`src/rtl/dot_argmax_if.sv`:
```
// dot_argmax_if: stream bundle between the dot stage, dot_argmax and the
// result consumer.
//
// Signals:
//   INPUT_AXIS_TDATA   [31:0]  score, float32 bit pattern
//   INPUT_AXIS_TLAST           last score of the frame
//   INPUT_AXIS_TVALID          input beat valid
//   INPUT_AXIS_TREADY          argmax block can accept a score
//   OUTPUT_AXIS_TDATA  [31:0]  result word (or best value beat)
//   OUTPUT_AXIS_TLAST          last result beat of the frame
//   OUTPUT_AXIS_TVALID         result valid
//   OUTPUT_AXIS_TREADY         downstream ready
//
// Modports:
//   master - the environment: drives scores and the result ready.
//   slave  - dot_argmax: consumes scores and drives the result.
interface dot_argmax_if;
    logic [31:0] INPUT_AXIS_TDATA;
    logic        INPUT_AXIS_TLAST;
    logic        INPUT_AXIS_TVALID;
    logic        INPUT_AXIS_TREADY;
    logic [31:0] OUTPUT_AXIS_TDATA;
    logic        OUTPUT_AXIS_TLAST;
    logic        OUTPUT_AXIS_TVALID;
    logic        OUTPUT_AXIS_TREADY;

    modport master (
        output INPUT_AXIS_TDATA, INPUT_AXIS_TLAST, INPUT_AXIS_TVALID, OUTPUT_AXIS_TREADY,
        input  INPUT_AXIS_TREADY, OUTPUT_AXIS_TDATA, OUTPUT_AXIS_TLAST, OUTPUT_AXIS_TVALID
    );

    modport slave (
        input  INPUT_AXIS_TDATA, INPUT_AXIS_TLAST, INPUT_AXIS_TVALID, OUTPUT_AXIS_TREADY,
        output INPUT_AXIS_TREADY, OUTPUT_AXIS_TDATA, OUTPUT_AXIS_TLAST, OUTPUT_AXIS_TVALID
    );
endinterface

```
`src/rtl/dot_argmax.sv`:
```
// dot_argmax: classification step after the dot stage. Collects N float32
// scores per frame, tracks the index of the largest one by comparing raw bit
// patterns through an order-preserving key, and emits one result word.
//
// Ports:
//   clk   clock
//   rst   synchronous, active-high reset
//   axis  dot_argmax_if.slave (scores in, result out)
//
// Result word: [IDX_W-1:0] best index, bit 30 NONE (all scores NaN),
// bit 31 FRAMING (TLAST missing on beat N or early), other bits zero.
//
// Build option DOT_ARGMAX_VALUE_EN: when defined, a second beat carrying the
// best score's raw bits (0x7FC00000 when NONE) follows the result word.
module dot_argmax #(
    parameter int N     = 4,
    parameter int IDX_W = (N > 1) ? $clog2(N) : 1
) (
    input logic        clk,
    input logic        rst,
    dot_argmax_if.slave axis
);
    localparam logic [IDX_W-1:0] LAST_CNT = IDX_W'(N - 1);
    localparam logic [31:0]      QNAN     = 32'h7FC0_0000;

    typedef enum logic {COLLECT, EMIT} state_t;

    state_t           state_q;
    logic [IDX_W-1:0] count_q;
    logic [IDX_W-1:0] best_idx_q, best_idx_d;
    logic [31:0]      best_key_q, best_key_d;
    logic             have_q, have_d;     // a non-NaN score has been seen this frame
    logic             in_ready_q;
    logic             out_valid_q;
    logic             out_last_q;
    logic [31:0]      out_data_q;
`ifdef DOT_ARGMAX_VALUE_EN
    logic [31:0]      best_val_q, best_val_d;
    logic             beat_q;             // 0: result word on the bus, 1: value beat
`endif

    logic             accept;
    logic             beat_nan;
    logic             beat_upd;
    logic             frame_end;
    logic             framing_d;
    logic [31:0]      beat_key;
    logic [31:0]      result_d;

    // Map float bits to a key whose unsigned order matches numeric order.
    // Both zeros fold to the same key so -0.0 and +0.0 tie.
    function automatic logic [31:0] order_key(input logic [31:0] bits);
        logic [31:0] b;
        b = bits;
        if (b[30:0] == 31'd0)
            b = 32'd0;
        return b[31] ? ~b : (b | 32'h8000_0000);
    endfunction

    // NOTE: every signal written here gets a value on every path (defaults at
    // the top), so the block stays purely combinational and infers no latch.
    always_comb begin
        accept     = axis.INPUT_AXIS_TVALID && in_ready_q;
        beat_nan   = (axis.INPUT_AXIS_TDATA[30:23] == 8'hFF) &&
                     (axis.INPUT_AXIS_TDATA[22:0] != 23'd0);
        beat_key   = order_key(axis.INPUT_AXIS_TDATA);
        // First valid score always loads; later ones must be strictly
        // greater, so ties keep the lowest index.
        beat_upd   = !beat_nan && (!have_q || (beat_key > best_key_q));
        best_idx_d = beat_upd ? count_q  : best_idx_q;
        best_key_d = beat_upd ? beat_key : best_key_q;
        have_d     = have_q || !beat_nan;
`ifdef DOT_ARGMAX_VALUE_EN
        best_val_d = beat_upd ? axis.INPUT_AXIS_TDATA : best_val_q;
`endif
        frame_end  = axis.INPUT_AXIS_TLAST || (count_q == LAST_CNT);
        // Framing error: TLAST early, or absent on the N-th beat.
        framing_d  = axis.INPUT_AXIS_TLAST != (count_q == LAST_CNT);

        result_d              = '0;
        result_d[IDX_W-1:0]   = best_idx_d;
        result_d[30]          = !have_d;
        result_d[31]          = framing_d;
    end

    // NOTE: state updates use non-blocking assignments so every register
    // samples the pre-edge values regardless of statement order.
    always_ff @(posedge clk) begin
        if (rst) begin
            state_q     <= COLLECT;
            count_q     <= '0;
            best_idx_q  <= '0;
            best_key_q  <= '0;
            have_q      <= 1'b0;
            in_ready_q  <= 1'b1;
            out_valid_q <= 1'b0;
            out_last_q  <= 1'b0;
            out_data_q  <= '0;
`ifdef DOT_ARGMAX_VALUE_EN
            best_val_q  <= '0;
            beat_q      <= 1'b0;
`endif
        end else begin
            case (state_q)
                COLLECT: begin
                    if (accept) begin
                        best_idx_q <= best_idx_d;
                        best_key_q <= best_key_d;
                        have_q     <= have_d;
`ifdef DOT_ARGMAX_VALUE_EN
                        best_val_q <= best_val_d;
`endif
                        if (frame_end) begin
                            // Result goes valid on the edge that takes the last score.
                            count_q     <= '0;
                            state_q     <= EMIT;
                            in_ready_q  <= 1'b0;
                            out_valid_q <= 1'b1;
                            out_data_q  <= result_d;
`ifdef DOT_ARGMAX_VALUE_EN
                            out_last_q  <= 1'b0;
                            beat_q      <= 1'b0;
`else
                            out_last_q  <= 1'b1;
`endif
                        end else begin
                            count_q <= count_q + 1'b1;
                        end
                    end
                end

                EMIT: begin
                    // out_valid_q is high for the whole of EMIT, so READY alone
                    // completes a beat; otherwise data/last simply hold.
                    if (axis.OUTPUT_AXIS_TREADY) begin
`ifdef DOT_ARGMAX_VALUE_EN
                        if (!beat_q) begin
                            beat_q     <= 1'b1;
                            out_data_q <= have_q ? best_val_q : QNAN;
                            out_last_q <= 1'b1;
                        end else
`endif
                        begin
                            state_q     <= COLLECT;
                            in_ready_q  <= 1'b1;
                            out_valid_q <= 1'b0;
                            out_last_q  <= 1'b0;
                            best_idx_q  <= '0;
                            best_key_q  <= '0;
                            have_q      <= 1'b0;
`ifdef DOT_ARGMAX_VALUE_EN
                            best_val_q  <= '0;
                            beat_q      <= 1'b0;
`endif
                        end
                    end
                end

                default: state_q <= COLLECT;
            endcase
        end
    end

    assign axis.INPUT_AXIS_TREADY  = in_ready_q;
    assign axis.OUTPUT_AXIS_TVALID = out_valid_q;
    assign axis.OUTPUT_AXIS_TLAST  = out_last_q;
    assign axis.OUTPUT_AXIS_TDATA  = out_data_q;
endmodule
```
`src/flat_wrapper.sv`:
```
// flat-port wrapper written by rule: the top's interface ports become plain ports
module dot_argmax_flat 
#(
    parameter int N     = 4,
    parameter int IDX_W = (N > 1) ? $clog2(N) : 1
)
  (clk, rst, axis_INPUT_AXIS_TDATA, axis_INPUT_AXIS_TLAST, axis_INPUT_AXIS_TVALID, axis_OUTPUT_AXIS_TREADY, axis_INPUT_AXIS_TREADY, axis_OUTPUT_AXIS_TDATA, axis_OUTPUT_AXIS_TLAST, axis_OUTPUT_AXIS_TVALID);
  dot_argmax_if axis_i ();
  input logic clk;
  input logic rst;
  input wire logic [$bits(axis_i.INPUT_AXIS_TDATA)-1:0] axis_INPUT_AXIS_TDATA;
  input wire logic [$bits(axis_i.INPUT_AXIS_TLAST)-1:0] axis_INPUT_AXIS_TLAST;
  input wire logic [$bits(axis_i.INPUT_AXIS_TVALID)-1:0] axis_INPUT_AXIS_TVALID;
  input wire logic [$bits(axis_i.OUTPUT_AXIS_TREADY)-1:0] axis_OUTPUT_AXIS_TREADY;
  output wire logic [$bits(axis_i.INPUT_AXIS_TREADY)-1:0] axis_INPUT_AXIS_TREADY;
  output wire logic [$bits(axis_i.OUTPUT_AXIS_TDATA)-1:0] axis_OUTPUT_AXIS_TDATA;
  output wire logic [$bits(axis_i.OUTPUT_AXIS_TLAST)-1:0] axis_OUTPUT_AXIS_TLAST;
  output wire logic [$bits(axis_i.OUTPUT_AXIS_TVALID)-1:0] axis_OUTPUT_AXIS_TVALID;
  assign axis_i.INPUT_AXIS_TDATA = axis_INPUT_AXIS_TDATA;
  assign axis_i.INPUT_AXIS_TLAST = axis_INPUT_AXIS_TLAST;
  assign axis_i.INPUT_AXIS_TVALID = axis_INPUT_AXIS_TVALID;
  assign axis_i.OUTPUT_AXIS_TREADY = axis_OUTPUT_AXIS_TREADY;
  assign axis_INPUT_AXIS_TREADY = axis_i.INPUT_AXIS_TREADY;
  assign axis_OUTPUT_AXIS_TDATA = axis_i.OUTPUT_AXIS_TDATA;
  assign axis_OUTPUT_AXIS_TLAST = axis_i.OUTPUT_AXIS_TLAST;
  assign axis_OUTPUT_AXIS_TVALID = axis_i.OUTPUT_AXIS_TVALID;
  dot_argmax #(.N(N), .IDX_W(IDX_W)) u_core (.clk(clk), .rst(rst), .axis(axis_i));
endmodule
```
`config.mk`:
```
export PLATFORM = sky130hd
export DESIGN_NAME = dot_argmax_flat
export DESIGN_NICKNAME = d
export VERILOG_FILES = /design/src/rtl/dot_argmax_if.sv /design/src/rtl/dot_argmax.sv /design/src/flat_wrapper.sv
export SDC_FILE = /design/constraint.sdc
export NUM_CORES = 1
export LEC_CHECK = 0
export ABC_CLOCK_PERIOD_IN_PS = 4700
export BUFFER_PORTS_ARGS = -buffer_cell sky130_fd_sc_hd__buf_2
export CORE_ASPECT_RATIO = 0.8
export CORE_MARGIN = 4
export CORE_UTILIZATION = 56
export DETAILED_ROUTE_END_ITERATION = 10
export PLACE_DENSITY = 0.82
export SYNTH_ARGS = -nofsm -noshare
export SYNTH_HDL_FRONTEND = slang
export SYNTH_SLANG_ARGS = --single-unit
export TNS_END_PERCENT = 10
```
`constraint.sdc`:
```
create_clock -name clk -period 4.7 [get_ports clk]
set_input_delay 0.235 -clock clk [delete_from_list [all_inputs] [get_ports clk]]
set_output_delay 0.235 -clock clk [all_outputs]
set_load 0.03 [all_outputs]
```
==> results of run 1 <==
[worst max path at each step]
| stage | from | end | cells past startpoint |
|---|---|---|---|
| after detailed placement | axis_INPUT_AXIS_TDATA[27] | u_core.best_key_q[27] | 15 |
| after CTS | axis_INPUT_AXIS_TDATA[27] | u_core.best_key_q[27] | 15 |
| final | axis_INPUT_AXIS_TDATA[27] | u_core.best_key_q[27] | 15 |
| after global routing | axis_INPUT_AXIS_TDATA[16] | u_core.best_key_q[28] | 16 |
| after global placement | axis_INPUT_AXIS_TDATA[10] | u_core.best_key_q[28] | 16 |
| after floorplan | axis_INPUT_AXIS_TDATA[27] | u_core.best_key_q[10] | 16 |
[power breakdown]
part	internal, mW	switching [mW]
clock network	0.106	0.149
logic	0.126	0.213
registers	0.405	0.0180
total	0.636	0.380
[worst max-delay path, cell delays in order]
cell and delay, ns:
buf_2 0.11, or4_1 0.60, nor4_2 0.50, buf_12 0.22
buf_4 0.23, nor2_1 0.08, ha_1 0.29, a21oi_1 0.13
o21ai_0 0.10, o41a_1 0.39, o311a_1 0.36, o211ai_4 0.39
buf_4 0.33, nand3_1 0.13, o41ai_2 0.08
[through the flow]
| step | util | area [sq um] | worst slack (ns) | hold WS (ns) | power [mW] |
|---|---|---|---|---|---|
| after floorplan | - | 3490 | 0.476 | 0.417 | 0.706 |
| after global placement | 0.609 | 3580 | 0.519 | 0.443 | 0.756 |
| after detailed placement | 0.609 | 3580 | 0.436 | 0.444 | 0.767 |
| after CTS | 0.625 | 3680 | 0.748 | 0.212 | 1.02 |
| after global routing | 0.625 | 3680 | 0.478 | 0.233 | 1.08 |
| final | 0.625 | 3680 | 0.716 | 0.214 | 1.02 |
[area by class of cell]
| cell class | instances | area (sq um) | share of cell area |
|---|---|---|---|
| Timing Repair Buffer | 55 | 318 | 0.0865 |
| Tap cell | 81 | 101 | 0.0276 |
| Inverter | 33 | 124 | 0.0337 |
| Sequential cell | 44 | 881 | 0.240 |
| Multi-Input combinational cell | 296 | 2160 | 0.587 |
| Clock buffer | 5 | 68.8 | 0.0187 |
| Clock inverter | 3 | 23.8 | 0.00647 |
[kinds of logic (layout without fill, tap and decap cells)]
group                    count (synthesis)  in the layout  synth area share
AO/OA/AOI/OAI                           72             72             0.207
XOR/XNOR                                32             32            0.0827
adder cells (fa/ha/maj)                 34             34             0.125
buffers and inverters                   88             96             0.138
flip-flops                              44             44             0.260
multiplexers                             2              2           0.00591
other                                    1             28           0.00111
AND/OR/NAND/NOR                        128            128             0.181
[registers in the layout (all words and copies together) (netlist names)]
register and cells:
u_core.best_key_q 32, u_core.axis.OUTPUT_AXIS_TDATA 4, u_core.have_q 1, u_core.state_q 1, u_core.axis.INPUT_AXIS_TREADY 1, u_core.count_q 2, u_core.best_idx_q 2, u_core.axis.OUTPUT_AXIS_TLAST 1
[synth_stat cells (all sizes together)]
| master | n | area share |
|---|---|---|
| o41a | 2 | 0.0066 |
| a2111oi | 1 | 0.0026 |
| a31oi | 1 | 0.0037 |
| buf | 38 | 0.082 |
| nand4 | 10 | 0.018 |
| a21o | 3 | 0.0066 |
| conb | 1 | 0.0011 |
| and4 | 1 | 0.0026 |
| nor4 | 6 | 0.011 |
| or4 | 2 | 0.0044 |
| nor3 | 4 | 0.0059 |
| ha | 33 | 0.12 |
| o21a | 1 | 0.0022 |
| o2111ai | 1 | 0.0026 |
| mux2i | 2 | 0.0059 |
| nand2b | 2 | 0.0037 |
| o311a | 1 | 0.0030 |
| xnor2 | 30 | 0.078 |
| nor2 | 45 | 0.050 |
| or3 | 1 | 0.0018 |
| nand2 | 11 | 0.012 |
| clkbuf | 17 | 0.019 |
| or2 | 1 | 0.0018 |
| a22o | 3 | 0.0078 |
| o21ai | 4 | 0.0070 |
| o31ai | 2 | 0.0044 |
| a211oi | 2 | 0.0044 |
| maj3 | 1 | 0.0030 |
| nor2b | 2 | 0.0037 |
| nand3b | 1 | 0.0022 |
| nand3 | 41 | 0.061 |
| nor3b | 1 | 0.0022 |
| inv | 33 | 0.037 |
| o41ai | 30 | 0.12 |
| o211ai | 2 | 0.0059 |
| a21oi | 19 | 0.028 |
| dfxtp | 44 | 0.26 |
| xor2 | 2 | 0.0052 |
[layer usage]
| layer | global-route usage | routed length, microns | up-vias |
|---|---|---|---|
| met1 | 0.286 | 3630 | 1342 |
| met4 | 0.0389 | 58 | 0 |
| met2 | 0.345 | 3490 | 80 |
| li1 | - | - | 1435 |
| met5 | 0 | 0 | - |
| met3 | 0.0417 | 393 | 7 |
==> results.cfg, run 1 <==
[outcome]
status = finished, final reports clean

[final_layout]
antenna_cells = 0
drive_above_1_share = 0.204
final_common_cell = nor2_1
layout_common_cells = nor2_1, dfxtp_1, buf_2
finalNonFillerCells = 517
area_delta_synth_final_pct = 8.53
fillers = 531
fin_nets = 505

[clock_tree]
cts_sinks = 44
cts_made_buffers = 5
cts_hold_buffers = 0
cts_buffer_depth = 2
clk_latency_ns = 0.31
cts_resized = 0
cts_tree = done
root_buffer = clkbuf_8
cts_htree_levels = 2
cts_setup_buffers = 0
path_clk_slew_ns = 0.09

[sta]
slew_viol_final = 0
fin_crit_sh = 0.848
clock.fmax_mhz = 251
setup-tns-final_ns = 0
worst_pin_slew_ns = 1.05
rsz0062_at_grt = false
finClkSkew_ns = 0.00910
hold_violations = 0
min_period_ns = 3.98
slew_headroom = 0.303
setup_viol = 0

[drt]
viasPerCell = 5.54
drcViolationCount = 0
drt_iter0_markers = 122
vias = 2864
wl_per_cell_microns = 14.7
antenna_left = 0
dr.pass1.iters = 4
wl_mm = 7.58

[synth]
syn_inst = 401
postSynthAreaPerCell_sq_um = 8.45
synth_warnings = 0
synth-seq-area-share = 0.260
syn_area_sq_um = 3390
yosys.cell_types.count = 44
ys_ff_latch = 44

[floorplan]
fp-row-count = 25
start_util = 0.576
core_area_sq_um = 5880
io_pins = 72
die_y_microns = 77.6
die_area_sq_um = 7360
die_x_microns = 95.0

[setup_path]
path_max_fanout = 19
r2r_cells = 11
arrival_ns = 4.19
r2r_slack_ns = 1.85
cp.required_ns = 4.91
startpoint_type = primary input
endpoint_kind = register
r2r-end = u_core.best_key_q[27]
crit_type = primary input to register
r2r_start = u_core.best_key_q[1]

[pwr]
peakVddDrop_uv = 161
leakage_nw = 1.54
p_per_area_nw_per_um2 = 277

[grt]
grt_overflow = 0
track_usage = 0.210
grt_pass1_wl_mm = 12.5
grt_pass1_vias = 2683
antenna_found_initial = 0
grt_max_degree = 45

[worst_hold_path]
min_to = u_core.state_q
worstHoldPathType = primary input to register
holdPathStages = 3
hold_start = axis_OUTPUT_AXIS_TREADY

[placed_design]
port_buffers = 43
gp_congestion = 0.813
place_inst = 509
dp_hpwl_mm = 5.76

[flow_run]
drv_cap = 0
(Power assumes the default switching activity.)
==> inputs of run 2 (changes only) <==
Settings changed: ABC_CLOCK_PERIOD_IN_PS 4700 to 3510, CORE_UTILIZATION 56 to 50, PLACE_DENSITY 0.82 to 0.77.
Clock period 4.7 ns to 3.51 ns, I/O delays scaled along.
==> results.cfg, run 2 (synthesis gave the netlist of run 1 again) <==
[outcome]
status = finished with violations
violations = setup timing

[setup_path]
path_max_fanout = 8
r2r-end = u_core.best_idx_q[0]
crit_type = primary input to register
r2r_cells = 12
r2r_start = u_core.best_key_q[1]
worstPathCellList = buf_2, nor4_2, nand2_1, nor4_4, buf_12, buf_6, nand2b_4, ha_4, nor2b_4, o211ai_1, a21oi_1, o41a_1, o311a_1, o211ai_4, buf_12, buf_12, nor2_4, a22o_1
cpPeakStageDelay_ns = 0.44
startpoint_type = primary input
cpMostUsedCell = buf_12
endpoint_kind = register
cp-startpoint = axis_INPUT_AXIS_TDATA[2]
cp.required_ns = 3.71
slowest_stage = nor4_4
r2r_slack_ns = 0.66
arrival_ns = 3.84

[pwr]
peakVddDrop_uv = 231
p_per_area_nw_per_um2 = 335
leakage_nw = 2.01

[final_layout]
antenna_cells = 0
layout_common_cells = buf_4, dfxtp_1, nor2_1
area_delta_synth_final_pct = 36.4
top_register = u_core.best_key_q
finalNonFillerCells = 588
final_common_cell = buf_4
fin_nets = 573
largest_reg_flops = 32
drive_above_1_share = 0.373

[clock_tree]
cts_htree_levels = 2
cts_sinks = 44
clk_latency_ns = 0.30
cts_buffer_depth = 2
cts_hold_buffers = 0
cts_tree = done
cts_made_buffers = 5
root_buffer = clkbuf_8
path_clk_slew_ns = 0.09

[sta]
clock.fmax_mhz = 275
slew_viol_final = 0
setup_ws_ns = -0.125
fin_crit_sh = 1.04
min_period_ns = 3.63
setup_viol = 21
slew_headroom = 0.314
worst_pin_slew_ns = 1.03
finClkSkew_ns = 0.00693
rsz0062_at_grt = true
hold_violations = 0

[grt]
track_usage = 0.208
antenna_found_initial = 0
grt_pass1_wl_mm = 13.8
grt_max_degree = 44
grt_pass1_vias = 3052
grt_overflow = 0

[drt]
drcViolationCount = 0
drt_iter0_markers = 193
dr.pass1.iters = 4
wl_mm = 10.1
antenna_left = 0
viasPerCell = 5.68
wl_per_cell_microns = 17.1
vias = 3339

[worst_hold_path]
worstHoldPathType = primary input to register
min_to = u_core.state_q
holdPathStages = 3
hold_start = axis_OUTPUT_AXIS_TREADY

[placed_design]
dp_hpwl_mm = 6.46
place_inst = 559
gp_congestion = 0.849
port_buffers = 43
pre_cts_ws_ns = -0.328

[floorplan]
fp-row-count = 26
die_x_microns = 100
io_pins = 72
die_area_sq_um = 8160
core_area_sq_um = 6470
start_util = 0.523
die_y_microns = 81.6

[flow_run]
drv_cap = 0
-- run 2: cell count changes in the layout (fill, tap and decap cells not counted), sizes merged --
cell | before | now
buf | 55 | 120
clkbuf | 5 | 8
-- run 2: critical path: cells and delay by family --
kind | cells | cell delay [ns]
compound gates | 6 | 1.63
fa+ha+maj | 1 | 0.15
buf+inv | 5 | 0.70
simple gates | 6 | 1.15
-- run 2: report_power, final --
part	leakage (nW)	internal (mW)	switching, mW
Sequential	0.361	0.542	0.0269
Clock	0.0404	0.141	0.195
Combinational	1.60	0.283	0.361
-- run 2: cell type report --
class                      count  area [sq um]
clock buffer                   5          68.8
clock inverter                 3          23.8
fill                         469          1850
inverter                      33           124
multi-input combinational    296          2390
sequential                    44           881
tap                           84           105
timing repair buffer         123          1020
-- run 2: worst max-delay path by stage --
stage / endpoint / slack, ns / depth (start not counted)
after floorplan: u_core.best_key_q[3] / -0.04 / 16
after global placement: u_core.best_idx_q[0] / -0.25 / 19
after detailed placement: u_core.best_key_q[8] / -0.33 / 16
after CTS: u_core.best_idx_q[0] / 0.02 / 16
after global routing: u_core.best_idx_q[0] / -0.24 / 17
final: u_core.best_idx_q[0] / -0.12 / 18
-- run 2: repair_timing --
item                       4_1_cts  5_1_grt
gates resized for setup          1       60
setup endpoints to repair        1       36
setup buffers                    0       20
cloned                           0        4
pin swaps                        0       30
-- run 2: metal layers --
layer  vias to the layer above  GRT usage  routed length (microns)
met4                         0     0.0579                      254
li1                       1578          -                        -
met3                        29     0.0390                      627
met2                       132      0.354                     4980
met1                      1600      0.273                     4220
met5                         -          0                        0
-- run 2: metrics by stage --
step / TNS, ns / instance area (sq um) / util / power, mW / hold slack (ns)
floorplan: -1.09 / 3570 / - / 0.957 / 0.357
global placement: -5.98 / 4010 / 0.620 / 1.07 / 0.441
detailed placement: -8.26 / 4010 / 0.620 / 1.09 / 0.447
CTS: 0 / 4110 / 0.635 / 1.42 / 0.150
global route: -5.48 / 4620 / 0.714 / 1.64 / 0.206
finish: -0.669 / 4620 / 0.714 / 1.55 / 0.162
==> inputs of run 3 (changes only) <==
Settings changed: CELL_PAD_IN_SITES_DETAIL_PLACEMENT from default to 0, CELL_PAD_IN_SITES_GLOBAL_PLACEMENT from default to 1, CORE_UTILIZATION 50 to 37, PLACE_DENSITY 0.77 to default, PLACE_DENSITY_LB_ADDON from default to 0.1.
==> results.cfg, run 3 (synthesis gave the netlist of run 1 again) <==
[placed_design]
pre_cts_ws_ns = -0.497
dp_hpwl_mm = 6.62
gp_congestion = 0.792
port_buffers = 43

[pwr]
p_per_area_nw_per_um2 = 375
leakage_nw = 1.99
peakVddDrop_uv = 209

[clock_tree]
path_clk_slew_ns = 0.07
cts_sinks = 44
cts_htree_levels = 2
cts_buffer_depth = 2
root_buffer = clkbuf_16
clk_latency_ns = 0.29
cts_made_buffers = 5
cts_tree = done
cts_hold_buffers = 0

[grt]
grt_overflow = 0
track_usage = 0.159
grt_max_degree = 44
antenna_found_initial = 0
grt_pass1_wl_mm = 13.8
grt_pass1_vias = 2772

[drt]
wl_mm = 9.44
dr.pass1.iters = 4
wl_per_cell_microns = 15.4
vias = 3082
viasPerCell = 5.04
drt_iter0_markers = 135
antenna_left = 0
drcViolationCount = 0

[floorplan]
die_area_sq_um = 10800
core_area_sq_um = 8710
die_y_microns = 93.6
io_pins = 72
start_util = 0.389
die_x_microns = 115
fp-row-count = 30

[outcome]
status = finished with violations
violations = setup timing

[setup_path]
cp-startpoint = axis_INPUT_AXIS_TDATA[1]
r2r_slack_ns = 0.92
endpoint = u_core.best_idx_q[0]
crit_type = primary input to register
cpPeakStageDelay_ns = 0.40
worstPathCellList = buf_6, nor4_2, buf_4, nand4_1, nor4_4, clkbuf_16, buf_12, buf_12, nor2_2, ha_4, a21oi_2, o21ai_2, o41a_1, o311a_4, o211ai_4, buf_12, buf_6, nor2_2, a22o_1
slowest_stage = o311a_4
startpoint_type = primary input
endpoint_kind = register
cpMostUsedCell = buf_12
arrival_ns = 3.70
r2r-end = u_core.best_idx_q[0]
cp.required_ns = 3.69
path_max_fanout = 7
r2r_cells = 12
r2r_start = u_core.best_key_q[1]

[sta]
slew_viol_final = 0
worst_pin_slew_ns = 1.15
setup_viol = 2
setup_ws_ns = -0.00963
clock.fmax_mhz = 284
finClkSkew_ns = 0.00867
slew_headroom = 0.232
rsz0062_at_grt = true
fin_crit_sh = 1.00
setup-tns-final_ns = -0.0108
min_period_ns = 3.52
hold_violations = 0

[worst_hold_path]
hold_start = axis_OUTPUT_AXIS_TREADY
worstHoldPathType = primary input to register

[final_layout]
multi_input_area_sq_um = 2340
fillers = 845
top_register = u_core.best_key_q
area_delta_synth_final_pct = 36.2
drive_above_1_share = 0.357
final_common_cell = buf_4
regArea_sq_um = 881
layout_common_cells = buf_4, dfxtp_1, buf_2
antenna_cells = 0
fin_nets = 568
largest_reg_flops = 32

[flow_run]
drv_cap = 0
## run 3: changes by cell type in the layout (fill, tap and decap cells not counted), sizes merged
cell,before,now
bufinv,0,1
clkinvlp,2,0
buf,120,115
clkinv,1,2
## run 3: report_power, final
group	internal [mW]	switching [mW]	total (mW)
combinational	0.270	0.336	0.606
sequential	0.542	0.0251	0.567
clock	0.339	0.216	0.555
## run 3: worst min-delay path by stage
stage,to,slack [ns],cells past startpoint
global route,u_core.state_q,0.20,3
detailed placement,u_core.axis.OUTPUT_AXIS_TDATA[31],0.45,2
CTS,u_core.state_q,0.18,3
finish,u_core.state_q,0.18,3
global placement,u_core.axis.OUTPUT_AXIS_TDATA[31],0.44,2
floorplan,u_core.state_q,0.36,2
## run 3: metrics by stage
stage           util  std cells  hold WS, ns  area, sq um  total power [mW]
3_3_place_gp   0.464        591        0.444         4040              1.08
6_report       0.530        611        0.185         4610              1.73
5_1_grt        0.530        611        0.200         4610              1.83
2_1_floorplan      -        428        0.357         3570             0.957
4_1_cts        0.487        599        0.179         4240              1.65
3_5_place_dp   0.464        591        0.453         4040              1.09
## run 3: critical path, delay by kind of cell
family,cells,cell delay [ns]
and+or+nand+nor,5,0.88
AOI/OAI and AO/OA,6,1.47
buffers and inverters,7,0.95
adders and majority gates,1,0.22
## run 3: timing repair
item                       in CTS  in global routing
pin swaps                       0                 11
cloned                          0                  3
gates resized for setup         7                 44
setup endpoints to repair      35                 36
setup buffers                   0                 10
## run 3: cell type report
cell class / count / area share
clock buffers: 5 / 0.0271
well taps: 112 / 0.0304
clock inverters: 3 / 0.0103
multi-input cells: 296 / 0.508
inverters: 33 / 0.0269
repair buffers: 118 / 0.206
flip-flops and latches: 44 / 0.191
## run 3: routing by layer
metal	track usage	vias to the layer above	routed length, microns
met5	0	-	0
met4	0.0264	0	51
met3	0.0291	4	308
met2	0.252	46	4400
met1	0.228	1467	4680
li1	-	1565	-
